<file path="src/rtl/memaccess_unit.sv">
// LC3 data-memory access stage: runs LD/LDR/LDI/ST/STR/STI sequences against a
// variable-latency req/ack memory, with a watchdog that aborts a stuck access.
module memaccess_unit #(
  parameter int unsigned TIMEOUT = 255
) (
  input  logic        clk,
  input  logic        rst,
  input  logic        start,
  input  logic [15:0] IR_Exec,
  input  logic [15:0] mem_addr,
  input  logic [15:0] M_Data,
  input  logic [15:0] dmem_dout,
  input  logic        dmem_ack,
  output logic [15:0] dmem_addr,
  output logic [15:0] dmem_din,
  output logic        dmem_rd,
  output logic        dmem_wr,
  output logic [15:0] memout,
  output logic        complete_data,
  output logic [1:0]  mem_state,
  output logic        busy,
  output logic        err
);

  typedef enum logic [2:0] {
    S_IDLE,
    S_IND,
    S_READ,
    S_WRITE,
    S_DONE
  } state_t;

  localparam logic [3:0]  OP_LD    = 4'b0010;
  localparam logic [3:0]  OP_LDR   = 4'b0110;
  localparam logic [3:0]  OP_LDI   = 4'b1010;
  localparam logic [3:0]  OP_STI   = 4'b1011;
  localparam logic [3:0]  OP_ST    = 4'b0011;
  localparam logic [3:0]  OP_STR   = 4'b0111;
  localparam logic [15:0] WD_LIMIT = 16'(TIMEOUT);
  localparam bit          WD_EN    = (TIMEOUT != 0);

  state_t      state_reg, state_next;
  logic [15:0] addr_reg, addr_next;
  logic [15:0] data_reg, data_next;
  logic [15:0] memout_reg, memout_next;
  logic [15:0] wd_reg, wd_next;
  logic [3:0]  op_reg, op_next;
  logic        err_reg, err_next;
  logic        in_access;
  logic        wd_expired;

  always_comb begin
    state_next  = state_reg;
    addr_next   = addr_reg;
    data_next   = data_reg;
    memout_next = memout_reg;
    op_next     = op_reg;
    err_next    = err_reg;
    wd_next     = 16'h0000;
    in_access   = (state_reg == S_IND) || (state_reg == S_READ) || (state_reg == S_WRITE);
    wd_expired  = WD_EN && (wd_reg == WD_LIMIT);

    case (state_reg)
      S_IDLE: begin
        if (start) begin
          case (IR_Exec[15:12])
            OP_LD, OP_LDR:  state_next = S_READ;
            OP_LDI, OP_STI: state_next = S_IND;
            OP_ST, OP_STR:  state_next = S_WRITE;
            default:        state_next = S_IDLE;
          endcase
          // Non-memory opcodes leave every register, including err, untouched.
          if (state_next != S_IDLE) begin
            addr_next = mem_addr;
            data_next = M_Data;
            op_next   = IR_Exec[15:12];
            err_next  = 1'b0;
          end
        end
      end
      S_IND: begin
        if (dmem_ack) begin
          addr_next  = dmem_dout;
          state_next = (op_reg == OP_LDI) ? S_READ : S_WRITE;
        end
      end
      S_READ: begin
        if (dmem_ack) begin
          memout_next = dmem_dout;
          state_next  = S_DONE;
        end
      end
      S_WRITE: begin
        if (dmem_ack) begin
          state_next = S_DONE;
        end
      end
      S_DONE:  state_next = S_IDLE;
      default: state_next = S_IDLE;
    endcase

    // An ack in the expiry cycle takes priority, so only the no-ack path can abort.
    if (in_access && !dmem_ack) begin
      if (wd_expired) begin
        state_next = S_DONE;
        err_next   = 1'b1;
      end else begin
        wd_next = wd_reg + 16'h0001;
      end
    end
  end

  always_ff @(posedge clk or negedge rst) begin
    if (!rst) begin
      state_reg  <= S_IDLE;
      addr_reg   <= 16'h0000;
      data_reg   <= 16'h0000;
      memout_reg <= 16'h0000;
      wd_reg     <= 16'h0000;
      op_reg     <= 4'h0;
      err_reg    <= 1'b0;
    end else begin
      state_reg  <= state_next;
      addr_reg   <= addr_next;
      data_reg   <= data_next;
      memout_reg <= memout_next;
      wd_reg     <= wd_next;
      op_reg     <= op_next;
      err_reg    <= err_next;
    end
  end

  always_comb begin
    case (state_reg)
      S_IND:   mem_state = 2'd1;
      S_READ:  mem_state = 2'd0;
      S_WRITE: mem_state = 2'd2;
      default: mem_state = 2'd3;
    endcase
  end

  assign dmem_addr     = addr_reg;
  assign dmem_din      = data_reg;
  assign dmem_rd       = (state_reg == S_IND) || (state_reg == S_READ);
  assign dmem_wr       = (state_reg == S_WRITE);
  assign memout        = memout_reg;
  assign complete_data = (state_reg == S_DONE);
  assign busy          = (state_reg != S_IDLE);
  assign err           = err_reg;

endmodule

</file>
<file path="config.mk">
export PLATFORM = sky130hd
export DESIGN_NAME = memaccess_unit
export DESIGN_NICKNAME = d
export VERILOG_FILES = /design/src/rtl/memaccess_unit.sv
export SDC_FILE = /design/constraint.sdc
export NUM_CORES = 1
export LEC_CHECK = 0
export ABC_AREA = 1
export BUFFER_PORTS_ARGS = -buffer_cell sky130_fd_sc_hd__buf_2
export CORE_ASPECT_RATIO = 0.7
export CORE_MARGIN = 1.5
export CORE_UTILIZATION = 45
export CTS_BUF_LIST = sky130_fd_sc_hd__clkbuf_16
export DETAILED_ROUTE_END_ITERATION = 10
export PLACE_DENSITY = 0.81
export SLEW_MARGIN = 25
export SYNTH_ARGS = -nofsm -noshare
export SYNTH_HDL_FRONTEND = slang
export SYNTH_SLANG_ARGS = --single-unit
export TNS_END_PERCENT = 1
</file>
<file path="constraint.sdc">
create_clock -name clk -period 1.6 [get_ports clk]
set_input_delay 0.24 -clock clk [delete_from_list [all_inputs] [get_ports clk]]
set_output_delay 0.24 -clock clk [all_outputs]
set_load 0.05 [all_outputs]
</file>
Yosys cells after proc, flatten, opt, wreduce, memory -nomap -nowiden
Cells that the tools add are included.

storage, ports and cells
  flip-flop bits (word level) = 72
  bits of input ports = 68
  word-level logic and storage cells = 60
  output and inout port bits = 55

operators by class
  add/subtract/negate cells = 1
  reductions and logical operators = 15
  equal/unequal tests = 15
  multiplexer cells = 22

operators with widths
  kind                                                   number
  2-to-1 mux 16 bit                                      5
  case mux 16 bit (2 select lines)                       1
  2-to-1 mux 3 bit                                       7
  adder 16 x 1 -> 16 bit (second input constant)         1
  equality test 16 x 8 -> 1 bit (second input constant)  1
  equality test 4 bit (second input constant)            3
  case mux 2 bit (3 select lines)                        2
  case mux 3 bit (3 select lines)                        1
  equality test 4 x 2 -> 1 bit (second input constant)   2
  equality test 4 x 3 -> 1 bit (second input constant)   2
  OR reduction 2 bit                                     4
  equality test 3 x 2 -> 1 bit (second input constant)   2
  2-to-1 mux 1 bit                                       6
  != test 2 bit (second input constant)                  3
  nonzero test 3 bit                                     2
  AND reduction 4 bit                                    1
  equality test 3 x 1 -> 1 bit (second input constant)   1
  equality test 3 bit (second input constant)            1
  logical NOT 3 bit                                      1
  AND reduction 3 bit                                    1
  logical OR 1 bit                                       2
  AND reduction 2 bit                                    1
  nonzero test 2 bit                                     1
  logical AND 1 bit                                      1
  logical NOT 1 bit                                      1

Longest topological paths before layout
Gate-level depths: netlist (run 1).

  word-level depth = 11
  gate-level depth with buffers = 9
  mapped depth without buffers = 8

Worst setup path after synthesis (run 1)
Ideal clock, no wire load.

  kind = register to output
  start = register state_reg[2]
  end = output port mem_state[1]
  data required time = 1.360 ns
  data arrival time = 2.662 ns
  cell stages (with the launch flop) = 5
  path slack = -1.302 ns
  cell sequence = dfrtp_1 -> nor2_1 -> inv_1 -> o21ai_0 -> inv_1

on the way
  longest elaborated chain between the ends = 2
  elaborated cells between the ends (all ways) = 4
  classes of those cells = 3 x eq/ne; 1 x mux

ends and longest elaborated chain
  what                                                                                 line  source
  start, declared                                                                      42    state_t state_reg, state_next;
  start signal, assigned                                                               123   state_reg <= state_next;
  equality test 3 x 2 -> 1 bit / equality test 3 x 1 -> 1 bit (equally long branches)  134   case (state_reg)
  case mux 2 bit (3 select lines) *                                                    134
  end, declared                                                                        20    output logic [1:0] mem_state,

Every way passes the cells marked *; elsewhere a longest branch is shown, timed or not.

Final worst setup path (run 1)
Same ends and word-level chain as after synthesis.

==> qor.csv, run 1 <==
stage;metric;value;unit
critical_path;CP Data Arrival Time;1420;ps
pwr;Sw Share;0.4784;
logic_synthesis;synth warn;0;
logic_synthesis;dominant cells by area after synthesis;dfrtp_1 54%, nand2_1 11%, o21ai_0 6.0%, inv_1 5.5%, nor2_1 4.9%;
pwr;static leakage;0.002298;uW
logic_synthesis;Post-synth EDFFs;0;
detailed_routing;DR vias/cell;4.895;
clock_network;clk sink count;72;
critical_path;slowest stage delay, CP;450;ps
timing;crit path time final;1665;ps
logic_synthesis;area share of the largest cell type after synthesis;0.5393;
timing;# setup viols final;3;
pwr;Peak VDD IR;1.502;mV
flow_run;max_cap viols;0;
logic_synthesis;synthesized area per cell;8.457;um2
floorplanning;die area;7958;um2
pwr;Flop pwr share;0.283;
cells_and_area;fin nets;586;
cells_and_area;Multi-input gate area;1292;um2
floorplanning;Placeable Area;7254;um2
detailed_routing;# DRC;0;
status;status;finished, violations left;
critical_path;crit-path cells;nor2_4 -> inv_4 -> o21ai_4 -> clkinvlp_4 -> buf_6;
timing;Final Cycle Share;1.040;
logic_synthesis;Synth Flop Type;dfrtp_1;
timing;Hold Slack;134.4;ps
logic_synthesis;Async SR Flop Fraction;1.000;
critical_path;critical path endpoint category;primary output;
detailed_routing;ANT nets after route;0;
logic_synthesis;area leader, netlist;dfrtp_1;
cells_and_area;# fillers;592;
critical_path;Worst Setup Start Kind;flop;
detailed_routing;WL/cell;13.31;um
timing;clock skew;4.907;ps
pwr;clock network fraction of total power;0.231;
critical_path;CP max-delay cell;dfrtp_2;
min_path;worst hold-check path type;in2reg;
clock_network;CTS Root Cell;clkbuf_16;
pwr;power per cell area;2232;nW/um2
detailed_routing;1st-pass router iterations;5;
floorplanning;row count;26;
clock_network;CTS HTree Levels;3;
timing;Final Hold Fails;0;
global_route;pin count of the biggest net entering global routing;73;
logic_synthesis;Synth Area in Compound Gates;0.1464;
logic_synthesis;largest family of logic cells by synthesized area;simple AND/OR/NAND/NOR gates;
logic_synthesis;fraction of synthesized area in multiplexers;0;
global_route;number of global-route vias before repair;2689;
logic_synthesis;synthesized-area fraction occupied by adder cells;0.003745;
global_route;initial antenna violation count;0;
cells_and_area;Layout area overhead;34.23;%
critical_path;critical path peak fanout;4;
timing;Pins Over Slew Limit;0;
logic_synthesis;Syn Inst Count;395;
logic_synthesis;Synth Area in Simple Gates;0.2090;
timing;RSZ-0062 raised after global routing;true;
logic_synthesis;sequential fraction of the synthesis area;0.5393;
pwr;Int Pwr;5220;uW
floorplanning;chip width;106.0;um
pwr;combinational power share;0.486;
global_route;total grt overflow;0;
cells_and_area;diode count;0;
clock_network;clock latency on the worst-skew pair;330;ps
logic_synthesis;Syn Nets;464;
clock_network;Clock Tree Buf Depth;2;
clock_network;Reg clk slew, reported paths;60;ps
cells_and_area;layout cells sized above 1;0.3372;
timing;Fmax;0.6007;GHz
global_route;first-pass GRT wire length;12820;um
global_route;GR Util All Layers;0.2096;
pwr;Overall Power;10010;uW
detailed_routing;final wirelength;8253;um
floorplanning;Initial Utilization;0.4605;
cells_and_area;post-layout util;0.6181;
floorplanning;I/O pins;123;
logic_synthesis;Yosys reg bits;72;
logic_synthesis;synth unique cells;29;
placement;DP HPWL;5970;um
logic_synthesis;Synth Area in XOR/XNOR;0.01835;
timing;fin worst setup slack;-64.78;ps
critical_path;worst setup path class;reg2out;
placement;global placement routability congestion;0.9504;
timing;relative slew slack;0.7542;
logic_synthesis;Synth Cell Area;3341;um2
clock_network;TritonCTS Buffers;9;
critical_path;Critical Path RT;1360;ps
detailed_routing;Vias;3035;
detailed_routing;Initial DRC Count;243;
floorplanning;Die H;75.09;um
pwr;Sw Pwr;4788;uW
cells_and_area;register area;1804;um2
placement;IO buf count;110;
clock_network;CTS tree;done;
status;failing checks;negative setup slack;
timing;worst slew pin tran;368.8;ps
==> what timing repair did <==
| action | in CTS | in global routing |
|---|---|---|
| setup endpoints to repair | 5 | 22 |
| pin swaps | 3 | 0 |
| hold buffers | 1 | 0 |
| gates resized for setup | 8 | 10 |
| setup buffers | 4 | 0 |
| cloned | 0 | 0 |
| endpoints found under the hold margin | 72 | 0 |
==> cells in the mapped netlist (2+ instances only) <==
cell type / instances
buf_2: 7
o21ai_2: 16
o21ai_0: 40
o21ai_1: 15
clkbuf_1: 2
a21oi_1: 3
dfrtp_1: 72
xor2_1: 6
clkbuf_2: 2
nand2_2: 3
nand2_1: 101
buf_6: 3
inv_2: 2
inv_1: 49
nor2_1: 44
nand4_1: 4
o21bai_1: 3
nand3_1: 12
==> per-stage QoR <==
stage	worst slack (ps)	TNS, ps	std cells	area (um2)
6_report	-64.78	-129.1	620	4484
5_1_grt	-101.2	-254.0	620	4484
4_1_cts	-55.06	-102.0	620	4456
3_5_place_dp	89.19	0	599	4050
3_3_place_gp	109.8	0	599	4050
2_1_floorplan	-185.4	-250.4	395	3372
==> path summary, 6_finish.rpt <==
| path | start | endpoint | slack, ps | cells past startpoint |
|---|---|---|---|---|
| worst min-delay path | M_Data[2] | dmem_din[2] | 130 | 3 |
| max in group asynchronous | rst | state_reg[1] | 820 | 3 |
| worst max-delay path | state_reg[2] | mem_state[1] | -60 | 5 |
| min in group asynchronous | rst | dmem_addr[3] | 480 | 3 |
| worst min register to register | wd_reg[0] | wd_reg[0] | 470 | 1 |
| worst max register to register | state_reg[1] | dmem_addr[7] | 110 | 6 |
==> placed cells by master, fill, tap and decap left out, types with 2 or more instances in the layout <==
cell type / instances
a21oi_1: 3
buf_12: 2
buf_2: 105
buf_4: 13
buf_6: 4
bufinv_16: 3
clkbuf_16: 9
clkinvlp_4: 2
dfrtp_1: 70
dfrtp_2: 2
inv_1: 46
inv_2: 2
inv_4: 3
inv_6: 2
nand2_1: 101
nand2_2: 3
nand3_1: 11
nand3_2: 2
nand4_1: 4
nor2_1: 40
nor2_2: 3
nor2_4: 2
o21ai_0: 39
o21ai_1: 15
o21ai_2: 16
o21ai_4: 2
o21bai_1: 3
xor2_1: 6
==> routing by layer <==
layer  share of wire  up-vias  GRT usage
met3           0.056       12    0.04762
met1            0.46     1441     0.2962
li1                -     1490          -
met5               0        -          0
met2            0.47       92     0.3240
met4           0.011        0    0.07057
==> critical path: cells and delay by family, from the launching register on <==
kind | cells | cell delay [ps]
and+or+nand+nor | 1 | 160
buffers and inverters | 3 | 320
DFF | 1 | 450
AOI/OAI and AO/OA | 1 | 160
==> cell families (layout without fill, tap and decap cells) <==
logic type | after synthesis | after routing
compound gates | 81 | 81
xor+xnor | 7 | 7
fa+ha+maj | 1 | 1
buf+inv | 65 | 192
flops | 72 | 72
simple gates | 169 | 169
==> area by class of cell <==
type / instances / area share
clock inverters: 7 / 0.02651
clock buffers: 9 / 0.05022
well taps: 98 / 0.02734
multi-input cells: 258 / 0.2882
inverters: 51 / 0.04520
repair buffers: 125 / 0.1602
flip-flops and latches: 72 / 0.4023
==> power groups by stage <==
stage          Clock, uW  Sequential, uW  Combinational (uW)
2_1_floorplan          0            4830                1650
3_3_place_gp           0            2820                4640
3_5_place_dp           0            2840                4720
4_1_cts             2340            2830                4850
5_1_grt             2420            2910                5190
6_report            2310            2840                4860
Note: power is estimated with default switching activity, not from simulation.
==> run 2: changes to the inputs <==
Settings changed: SKIP_LAST_GASP set to 1.
==> run 2 against run 1 <==
  * The run still ends with negative setup slack left
  * Combinational power about the same
  * Register-to-register slack lost 80 ps
  * Worst hold slack worse by 1.3 ps
  * Via count is 1.4% higher
  * Die area stayed put
  * Core utilization decreased by 0.33 points
  * Cell area is 0.53% lower
  * Worst setup slack improved by 2.3 ps
  * Sequential power is essentially flat
  * Critical path depth did not move
  * Clock skew is 1.2 ps lower
  * Largest cell class unchanged
  * Largest power group unchanged
==> qor.csv, run 2 (synthesized netlist as in run 1, its figures left out) <==
stage;metric;value;unit;change
clock_network;clock latency on the worst-skew pair;330;ps;about the same
critical_path;slowest stage delay, CP;450;ps;about the same
global_route;GR Util All Layers;0.2096;;unchanged
timing;Pins Over Slew Limit;0;;unchanged
detailed_routing;# DRC;0;;unchanged
critical_path;worst setup path class;reg2out;;
timing;relative slew slack;0.7523;;-0.001842
cells_and_area;fin nets;587;;+0.17%
clock_network;CTS tree;done;;
floorplanning;row count;26;;unchanged
detailed_routing;ANT nets after route;0;;unchanged
detailed_routing;DR vias/cell;4.957;;+1.3%
detailed_routing;final wirelength;8263;um;+0.12%
floorplanning;die area;7958;um2;unchanged
min_path;worst hold-check path type;in2reg;;
timing;worst slew pin tran;367.6;ps;-1.123 ps
timing;Final Cycle Share;1.039;;-0.001426
critical_path;Critical Path RT;1360;ps;about the same
cells_and_area;most common cell after layout, fill and taps aside;buf_2;;
timing;RSZ-0062 raised after global routing;true;;
pwr;Peak VDD IR;1.582;mV;+5.3%
critical_path;CP max-delay cell;dfrtp_2;;
critical_path;critical path endpoint category;primary output;;
detailed_routing;1st-pass router iterations;6;;+1
placement;placed cell areas;4050;um2;unchanged
critical_path;CP Data Arrival Time;1420;ps;about the same
detailed_routing;Vias;3078;;+1.4%
clock_network;clk sink count;72;;unchanged
critical_path;critical path peak fanout;4;;unchanged
clock_network;Reg clk slew, reported paths;60;ps;about the same
timing;# setup viols final;5;;+2
timing;crit path time final;1663;ps;-2.282 ps
cells_and_area;most frequent cells in the layout;107 x buf_2, 101 x nand2_1, 70 x dfrtp_1;;
pwr;Overall Power;9998;uW;about the same
clock_network;TritonCTS Buffers;9;;unchanged
floorplanning;Placeable Area;7254;um2;unchanged
floorplanning;chip width;106.0;um;unchanged
floorplanning;Die H;75.09;um;unchanged
placement;pre-CTS WS;89.19;ps;unchanged
cells_and_area;layout cells sized above 1;0.3308;;-0.006381
timing;fin worst setup slack;-62.50;ps;+2.282 ps
timing;Fmax;0.6015;GHz;+0.14%
cells_and_area;post-layout util;0.6149;;-0.003277
critical_path;Worst Setup Start Kind;flop;;
cells_and_area;diode count;0;;unchanged
floorplanning;I/O pins;123;;unchanged
clock_network;CTS Root Cell;clkbuf_16;;
status;failing checks;negative setup slack;;
cells_and_area;Finished Cell Area;4461;um2;-0.53%
status;status;finished, violations left;;
pwr;power per cell area;2242;nW/um2;+0.44%
global_route;number of global-route vias before repair;2689;;unchanged
pwr;static leakage;0.002298;uW;about the same
timing;Final Hold Fails;0;;unchanged
placement;global placement routability congestion;0.9504;;unchanged
placement;IO buf count;110;;unchanged
global_route;first-pass GRT wire length;12820;um;unchanged
critical_path;CP top delay family;flip-flops;;
critical_path;crit-path cells;nor2_4 -> inv_4 -> o21ai_4 -> clkinvlp_4 -> buf_6;;
flow_run;max_cap viols;0;;unchanged
global_route;initial antenna violation count;0;;unchanged
placement;DP HPWL;5970;um;unchanged
global_route;pin count of the biggest net entering global routing;73;;unchanged
detailed_routing;WL/cell;13.31;um;about the same
clock_network;Clock Tree Buf Depth;2;;unchanged
floorplanning;Initial Utilization;0.4605;;unchanged
global_route;total grt overflow;0;;unchanged
detailed_routing;Initial DRC Count;297;;+22%
clock_network;CTS HTree Levels;3;;unchanged
cells_and_area;Layout area overhead;33.52;%;
critical_path;worst path bufs/invs;3;;unchanged
timing;clock skew;3.714;ps;-1.193 ps
## run 2: changes by cell type in the layout (fill, tap and decap cells not counted), sizes merged
cell  before  now
buf      124  125
## run 2: final timing paths
path	slack, ps	from	cells past startpoint	end
worst max-delay path	-60	state_reg[2]	5	mem_state[1]
worst min-delay path	130	M_Data[2]	3	dmem_din[2]
worst max register to register	30	wd_reg[0]	6	wd_reg[5]
worst min register to register	470	wd_reg[0]	1	wd_reg[0]
max in group asynchronous	820	rst	3	state_reg[1]
min in group asynchronous	470	rst	3	dmem_addr[9]
## run 2: metrics by stage
stage	instances	setup TNS [ps]	hold WS [ps]
finish	621	-189.4	133.1
global route	621	-1284	147.7
CTS	620	-145.7	129.2
detailed placement	599	0	306.4
global placement	599	0	293.8
floorplan	395	-250.4	-55.59
## run 2: worst reg2reg max path: stages, from the launching register on
cell,delay [ps]
dfrtp_1,370
ha_1,280
nand4_1,120
nor2_1,160
nand3_1,170
nand3_1,250
nor2_1,90
## run 2: area by class of cell
| cell class | instances | area [um2] |
|---|---|---|
| flip-flops and latches | 72 | 1804 |
| well taps | 98 | 122.6 |
| repair buffers | 126 | 709.4 |
| multi-input cells | 258 | 1280 |
| inverters | 51 | 200.2 |
| clock buffers | 9 | 225.2 |
| clock inverters | 7 | 118.9 |
| fillers | 597 | 2794 |
## run 2: repair_timing
item / 4_1_cts / 5_1_grt
setup endpoints to repair: 5 / 22
hold buffers: 1 / 0
resized for setup: 6 / 2
setup buffers: 4 / 1
hold endpoints to repair: 72 / 0
pin swaps: 3 / 1
## run 2: power breakdown
part           total (uW)  switching (uW)  internal [uW]
clock                2310             784           1530
combinational        4860            3640           1220
sequential           2830             358           2470
## run 2: metal layers
| metal | GRT usage | vias up | wire length [um] |
|---|---|---|---|
| met4 | 0.07057 | 0 | 104 |
| met3 | 0.04762 | 15 | 590 |
| met1 | 0.2962 | 1445 | 3712 |
| met5 | 0 | - | 0 |
| met2 | 0.3240 | 126 | 3855 |
| li1 | - | 1492 | - |
